**src/rtl/adders_pkg.sv**
```systemverilog
// Shared definitions for the adders/ arithmetic blocks: multiplier state encoding and iteration count.
package adders_pkg;
    typedef enum logic [1:0] {
        IDLE = 2'd0,
        CALC = 2'd1,
        DONE = 2'd2
    } mult_state_t;

    localparam int MULT_ITER = 32;
    localparam int CNT_W     = $clog2(MULT_ITER);
endpackage

```
**src/rtl/RCA_32bit.sv**
```systemverilog
// 32-bit ripple-carry adder: a chain of full adders, purely combinational.
module RCA_32bit (
    input  logic [31:0] a,
    input  logic [31:0] b,
    input  logic        c_in,
    output logic [31:0] sum,
    output logic        c_out
);
    logic [32:0] carry;

    assign carry[0] = c_in;

    for (genvar i = 0; i < 32; i++) begin : g_fa
        assign sum[i]     = a[i] ^ b[i] ^ carry[i];
        assign carry[i+1] = (a[i] & b[i]) | (carry[i] & (a[i] ^ b[i]));
    end

    assign c_out = carry[32];
endmodule

```
**src/rtl/shift_add_mult_32.sv**
```systemverilog
// Sequential 32x32 unsigned shift-and-add multiplier built around RCA_32bit.
// One add/shift per cycle, 32 iterations, single-cycle done pulse with a registered product.
//
//   state | meaning
//   IDLE  | waiting for start; operands captured when start is seen
//   CALC  | one add-and-shift per cycle, busy high, 32 cycles
//   DONE  | product just updated, done high for this cycle only
module shift_add_mult_32
    import adders_pkg::*;
#(
    parameter int WIDTH = 32
) (
    input  logic               clk,
    input  logic               rst_n,
    input  logic               start,
    input  logic [WIDTH-1:0]   a,
    input  logic [WIDTH-1:0]   b,
    output logic               busy,
    output logic               done,
    output logic [2*WIDTH-1:0] product
);
    mult_state_t          state_q;
    logic [WIDTH-1:0]     m_q;
    logic [2*WIDTH:0]     p_q;
    logic [2*WIDTH:0]     p_next;
    logic [CNT_W-1:0]     cnt_q;
    logic [WIDTH-1:0]     sum;
    logic                 c_out;

    RCA_32bit u_rca (
        .a     (p_q[2*WIDTH-1:WIDTH]),
        .b     (m_q),
        .c_in  (1'b0),
        .sum   (sum),
        .c_out (c_out)
    );

    // p_q[64] only ever holds a transient carry; it is shifted down each cycle
    always_comb begin
        p_next = {1'b0, p_q[2*WIDTH:1]};
        if (p_q[0]) begin
            p_next = {1'b0, c_out, sum, p_q[WIDTH-1:1]};
        end
    end

    always_ff @(posedge clk or negedge rst_n) begin
        if (!rst_n) begin
            state_q <= IDLE;
            m_q     <= '0;
            p_q     <= '0;
            cnt_q   <= '0;
            busy    <= 1'b0;
            done    <= 1'b0;
            product <= '0;
        end else begin
            case (state_q)
                // DONE behaves like IDLE so a held start is taken back-to-back
                IDLE, DONE: begin
                    done <= 1'b0;
                    if (start) begin
                        m_q     <= a;
                        p_q     <= {{(WIDTH+1){1'b0}}, b};
                        cnt_q   <= '0;
                        busy    <= 1'b1;
                        state_q <= CALC;
                    end else begin
                        busy    <= 1'b0;
                        state_q <= IDLE;
                    end
                end
                CALC: begin
                    p_q   <= p_next;
                    cnt_q <= cnt_q + CNT_W'(1);
                    if (cnt_q == CNT_W'(MULT_ITER - 1)) begin
                        product <= p_next[2*WIDTH-1:0];
                        busy    <= 1'b0;
                        done    <= 1'b1;
                        state_q <= DONE;
                    end
                end
                default: begin
                    busy    <= 1'b0;
                    done    <= 1'b0;
                    state_q <= IDLE;
                end
            endcase
        end
    end
endmodule

```
**config.mk**
```make
export PLATFORM = sky130hd
export DESIGN_NAME = shift_add_mult_32
export DESIGN_NICKNAME = d
export VERILOG_FILES = /design/src/rtl/adders_pkg.sv /design/src/rtl/RCA_32bit.sv /design/src/rtl/shift_add_mult_32.sv
export SDC_FILE = /design/constraint.sdc
export NUM_CORES = 1
export LEC_CHECK = 0
export ABC_AREA = 1
export CAP_MARGIN = 20
export CORE_MARGIN = 2
export CORE_UTILIZATION = 57
export CTS_CLUSTER_SIZE = 16
export DETAILED_ROUTE_END_ITERATION = 8
export PLACE_DENSITY_LB_ADDON = 0.2
export REMOVE_ABC_BUFFERS = 1
export SYNTH_ARGS = -nofsm -noshare
export SYNTH_HDL_FRONTEND = slang
export SYNTH_SLANG_ARGS = --single-unit
```
**constraint.sdc**
```tcl
create_clock -name clk -period 25.1 [get_ports clk]
set_input_delay 3.765 -clock clk [delete_from_list [all_inputs] [get_ports clk]]
set_output_delay 3.765 -clock clk [all_outputs]
set_load 0.01 [all_outputs]
```
Yosys cells after proc, flatten, opt, wreduce, memory -nomap -nowiden:

Index checks and enable logic that the tools add are counted.

* register bits: 170
* input port bits: 67
* output and inout port bits: 66
* word-level logic and storage cells: 189

* add/sub/neg operators: 1
* equal/unequal tests: 5
* mux-type cells: 13
* bitwise operators: 157
* reductions and logical operators: 6

Operator list (count)
* $pmux 65 s2: 1
* $mux 65: 1
* $mux 64: 1
* $and 1x1->1: 63
* $xor 1x1->1: 63
* $or 1x1->1: 31
* $pmux 5 s2: 1
* $reduce_and 2->1: 3
* $add 5x1->5 const B: 1
* $eq 5x5->1 const B: 1
* $mux 1: 5
* $mux 5: 1
* $ne 2x2->1 const B: 2
* $pmux 2 s2: 1
* $eq 2x1->1 const B: 1
* $eq 2x2->1 const B: 1
* $logic_not 2->1: 1
* $mux 2: 1
* $pmux 1 s2: 1
* $reduce_bool 2->1: 1
* $reduce_or 2->1: 1

Longest topological paths before layout:

* depth after elaboration: 65
* mapped depth: 38
* gate-level depth less buffers: 38

Modules after synthesis:

From an unflattened synthesis, not the netlist that was laid out.

* cell total of the unflattened synthesis: 928
* area, all modules: 7746.2 µm²

By module, submodules not included
* shift_add_mult_32: times used 1, cells each 886, area an instance 7068.0 µm²
* RCA_32bit: times used 1, cells each 42, area an instance 678.2 µm²

Worst setup path after synthesis:

No wires, ideal clock.

* kind: register -> register
* from: reg m_q[0]
* to: reg p_q[62]
* setup time: 126 ps
* arrival: 12178 ps
* required time: 24974 ps
* setup slack: 12796 ps
* cell stages (with the launch flop): 39
* clock period less this slack: 12304 ps
* cell sequence: dfrtp_1 > ha_1 > inv_1 > fa_1 > fa_1 > fa_1 > fa_1 > fa_1 > fa_1 > fa_1 > fa_1 > fa_1 > fa_1 > fa_1 > fa_1 > fa_1 > fa_1 > fa_1 > [... 3 more ...] > fa_1 > fa_1 > fa_1 > fa_1 > fa_1 > fa_1 > fa_1 > fa_1 > fa_1 > fa_1 > inv_1 > fa_1 > fa_1 > fa_1 > nand2_1 > o21ai_0 > nand2_1 > o21ai_0

* cells in the longest elaborated chain, start to end: 64

RTL lines
* from (decl): line shift_add_mult_32.sv:23 `logic [WIDTH-1:0] m_q;`
* from (signal assigned): line shift_add_mult_32.sv:49 `m_q <= '0;`
* from (signal assigned): line shift_add_mult_32.sv:61 `m_q <= a;`
* $and 1x1->1 (2 in a row): line RCA_32bit.sv:15 `assign carry[i+1] = (a[i] & b[i]) | (carry[i] & (a[i] ^ b[i]));`
* $or 1x1->1: line RCA_32bit.sv:15
* $and 1x1->1: line RCA_32bit.sv:15
* $or 1x1->1: line RCA_32bit.sv:15
* $and 1x1->1: line RCA_32bit.sv:15
* $or 1x1->1: line RCA_32bit.sv:15
* $and 1x1->1: line RCA_32bit.sv:15
* $or 1x1->1: line RCA_32bit.sv:15
* [... 47 more ...]
* $or 1x1->1: line RCA_32bit.sv:15
* $and 1x1->1: line RCA_32bit.sv:15
* $or 1x1->1: line RCA_32bit.sv:15
* $and 1x1->1: line RCA_32bit.sv:15
* $or 1x1->1: line RCA_32bit.sv:15
* $xor 1x1->1: line RCA_32bit.sv:14 `assign sum[i] = a[i] ^ b[i] ^ carry[i];`
* $mux 64: line shift_add_mult_32.sv:41 `if (p_q[0]) begin`
* $pmux 65 s2: line shift_add_mult_32.sv:56 `case (state_q)`
* to (signal assigned): line shift_add_mult_32.sv:62 `p_q <= {{(WIDTH+1){1'b0}}, b};`
* to (signal assigned): line shift_add_mult_32.sv:72 `p_q <= p_next;`
* to (decl): line shift_add_mult_32.sv:24 `logic [2*WIDTH:0] p_q;`

Every way passes these cells.
A chain may end at the register's enable or synchronous reset.

Worst setup path in the final report:

Same ends and word-level chain as after synthesis.

==> results.toml <==
[final_layout]
drive_gt1_share_pct = 4.10
stdcell_count = 1224
antenna-diode-count = 0
area_growth_syn_to_layout_pct = 26.3
fin_nets = 1137
final_util_pct = 73.9
fin_area_um2 = 9790

[drt]
drc = 0
first_pass_iters = 5
antenna_left = 0
drt-vias-per-instance = 4.97
routedWlPerCell_um = 13.6
wirelength_um = 16700
vias = 6085
drtIter0Drc = 579

[timing]
period_needed_ps = 13110
slew_headroom_pct = 39.6
fin_tns_setup_ps = 0
holdWs_ps = 476
worst_pin_slew_ps = 906
setup_viol = 0
final-hold-violation-count = 0
fmaxAchievable_ghz = 0.0763
slew_violations = 0
fin_ws_ps = 11990
rsz0062_at_grt = "false"
clock_skew_ps = 7.32
period_share_pct = 52.2

[cts]
clk_pin_slew_ps = 60
hold_buffers = 0
cts_made_buffers = 17
cts.sinks = 168
cts_buffer_depth = 2
cts_setup_buffers = 0
cts_max_level = 4
cts_tree = "built"
clk_latency_ps = 420
cts-root-buf = "clkbuf_16"
cts_resized = 0

[synthesis]
syn_area_um2 = 7750
ys_types = 19
synth_warnings = 0
ys_ff_latch = 168
avgSynthCellArea_um2 = 8.41
yosysSeqAreaShare_pct = 54.3
syn_inst = 921

[worst_setup_path]
slowest_stage = "fa_1"
crit_start = "m_q[0]"
rr_startpoint = "m_q[0]"
arrival_ps = 13400
cp-start-kind = "flip-flop"
r2r_cells = 38
critPathKind = "flip-flop to flip-flop"
worst_setup_path_end_kind = "flip-flop"
cp.required_ps = 25390
crit_fanout = 2
cp_common_cell = "fa_1"
slowest_delay_ps = 430

[power]
p_per_area_nw_per_um2 = 135
p_leak_nw = 4.81
irDropWorstVdd_mv = 0.0805
finalPower_mw = 1.32

[placement]
portBuffers = 132
dp.cells = 1192
routabilityCongestion = 0.792
dp_slack_ps = 12120
dpl-instance-area_um2 = 9140
dp_hpwl_um = 9940

[global_route]
grt_first_pass_wirelength_um = 28200
grt_max_degree = 101
gr-total-overflow = 0
grtUsageTotal_pct = 24.7
grt_pass1_vias = 5835
grt_antenna_before_repair = 0

[floorplanning]
die-area_um2 = 14500
initial_core_util_pct = 58.5
design.portCount = 133
row_count = 42
die_height_um = 121
design.core.area_um2 = 13200
die_x_um = 121

[hold_path]
hp-start = "product[30]"
hold_depth = 2
hp-class = "flip-flop to flip-flop"

[job]
cap_violations = 0

[outcome]
status = "finished clean"
registers in the layout, indices dropped and copies added (netlist names):
register / flops
state_q: 1
busy: 1
cnt_q: 5
product: 64
done: 1
m_q: 32
p_q: 64
power by group:
group / internal, mW / leakage, nW / switching [mW]
logic: 0.240 / 2.51 / 0.322
clock network: 0.178 / 0.304 / 0.101
registers: 0.403 / 2.00 / 0.0755
total: 0.822 / 4.81 / 0.498
critical path, delay by kind of cell (launching register included):
kind,cells,cell delay (ps)
buffers and inverters,2,110
adder cells (fa/ha/maj),32,12160
AND/OR/NAND/NOR,2,150
flip-flops,1,360
AO/OA/AOI/OAI,2,190
cell usage in the layout (no fill, tap or decap), drive strengths merged, types with 3 or more instances in the layout:
cell / synthesis / routed
nand2: 469 / 469
dfrtp: 168 / 168
clkdlybuf4s50: 0 / 131
inv: 100 / 100
o21ai: 93 / 93
fa: 31 / 31
clkbuf: 10 / 22
buf: 33 / 8
nand3: 5 / 5
bufinv: 0 / 5
nor2: 5 / 5
ha: 3 / 3
clkinv: 0 / 3
cell families (layout without fill, tap and decap cells):
| group | count (synthesis) | in the layout | synth area share [%] |
|---|---|---|---|
| simple gates | 481 | 481 | 23.6 |
| fa+ha+maj | 34 | 34 | 8.49 |
| compound gates | 95 | 95 | 6.15 |
| buf+inv | 143 | 270 | 7.51 |
| flops | 168 | 168 | 54.3 |
area by class of cell:
type	instances	area, um2
sequential	168	4200
fill	1026	3460
multi-input combinational	610	2970
timing repair buffer	139	1390
clock buffer	22	454
inverter	100	375
tap	176	220
clock inverter	9	173
cells in the mapped netlist:
library cell	n	area, um2
o22ai_1	1	6.26
dfrtp_1	168	4200
nor2_1	4	15.0
or2_2	1	6.26
fa_1	31	621
nand4_1	1	6.26
o21ai_0	93	465
clkbuf_1	10	37.5
a21oi_1	1	5.00
buf_4	3	22.5
inv_1	97	364
ha_1	3	37.5
buf_2	27	135
inv_2	3	11.3
nand3_1	5	25.0
nor2_4	1	11.3
buf_1	3	11.3
nand2_2	1	6.26
nand2_1	468	1760
layer usage:
layer,global-route usage [%],share of wire [%]
met1,35.1,45
met2,39.5,49
met3,4.95,5.1
met4,6.03,1.1
met5,0,0
final timing paths:
| check | endpoint | slack (ps) |
|---|---|---|
| worst max-delay path | p_q[62] | 11990 |
| worst min-delay path | product[30] | 480 |
| worst max register to register | p_q[62] | 11990 |
| worst min register to register | product[30] | 480 |
| max in group asynchronous | product[16] | 20280 |
| min in group asynchronous | m_q[24] | 3420 |
(Power assumes the default switching activity.)
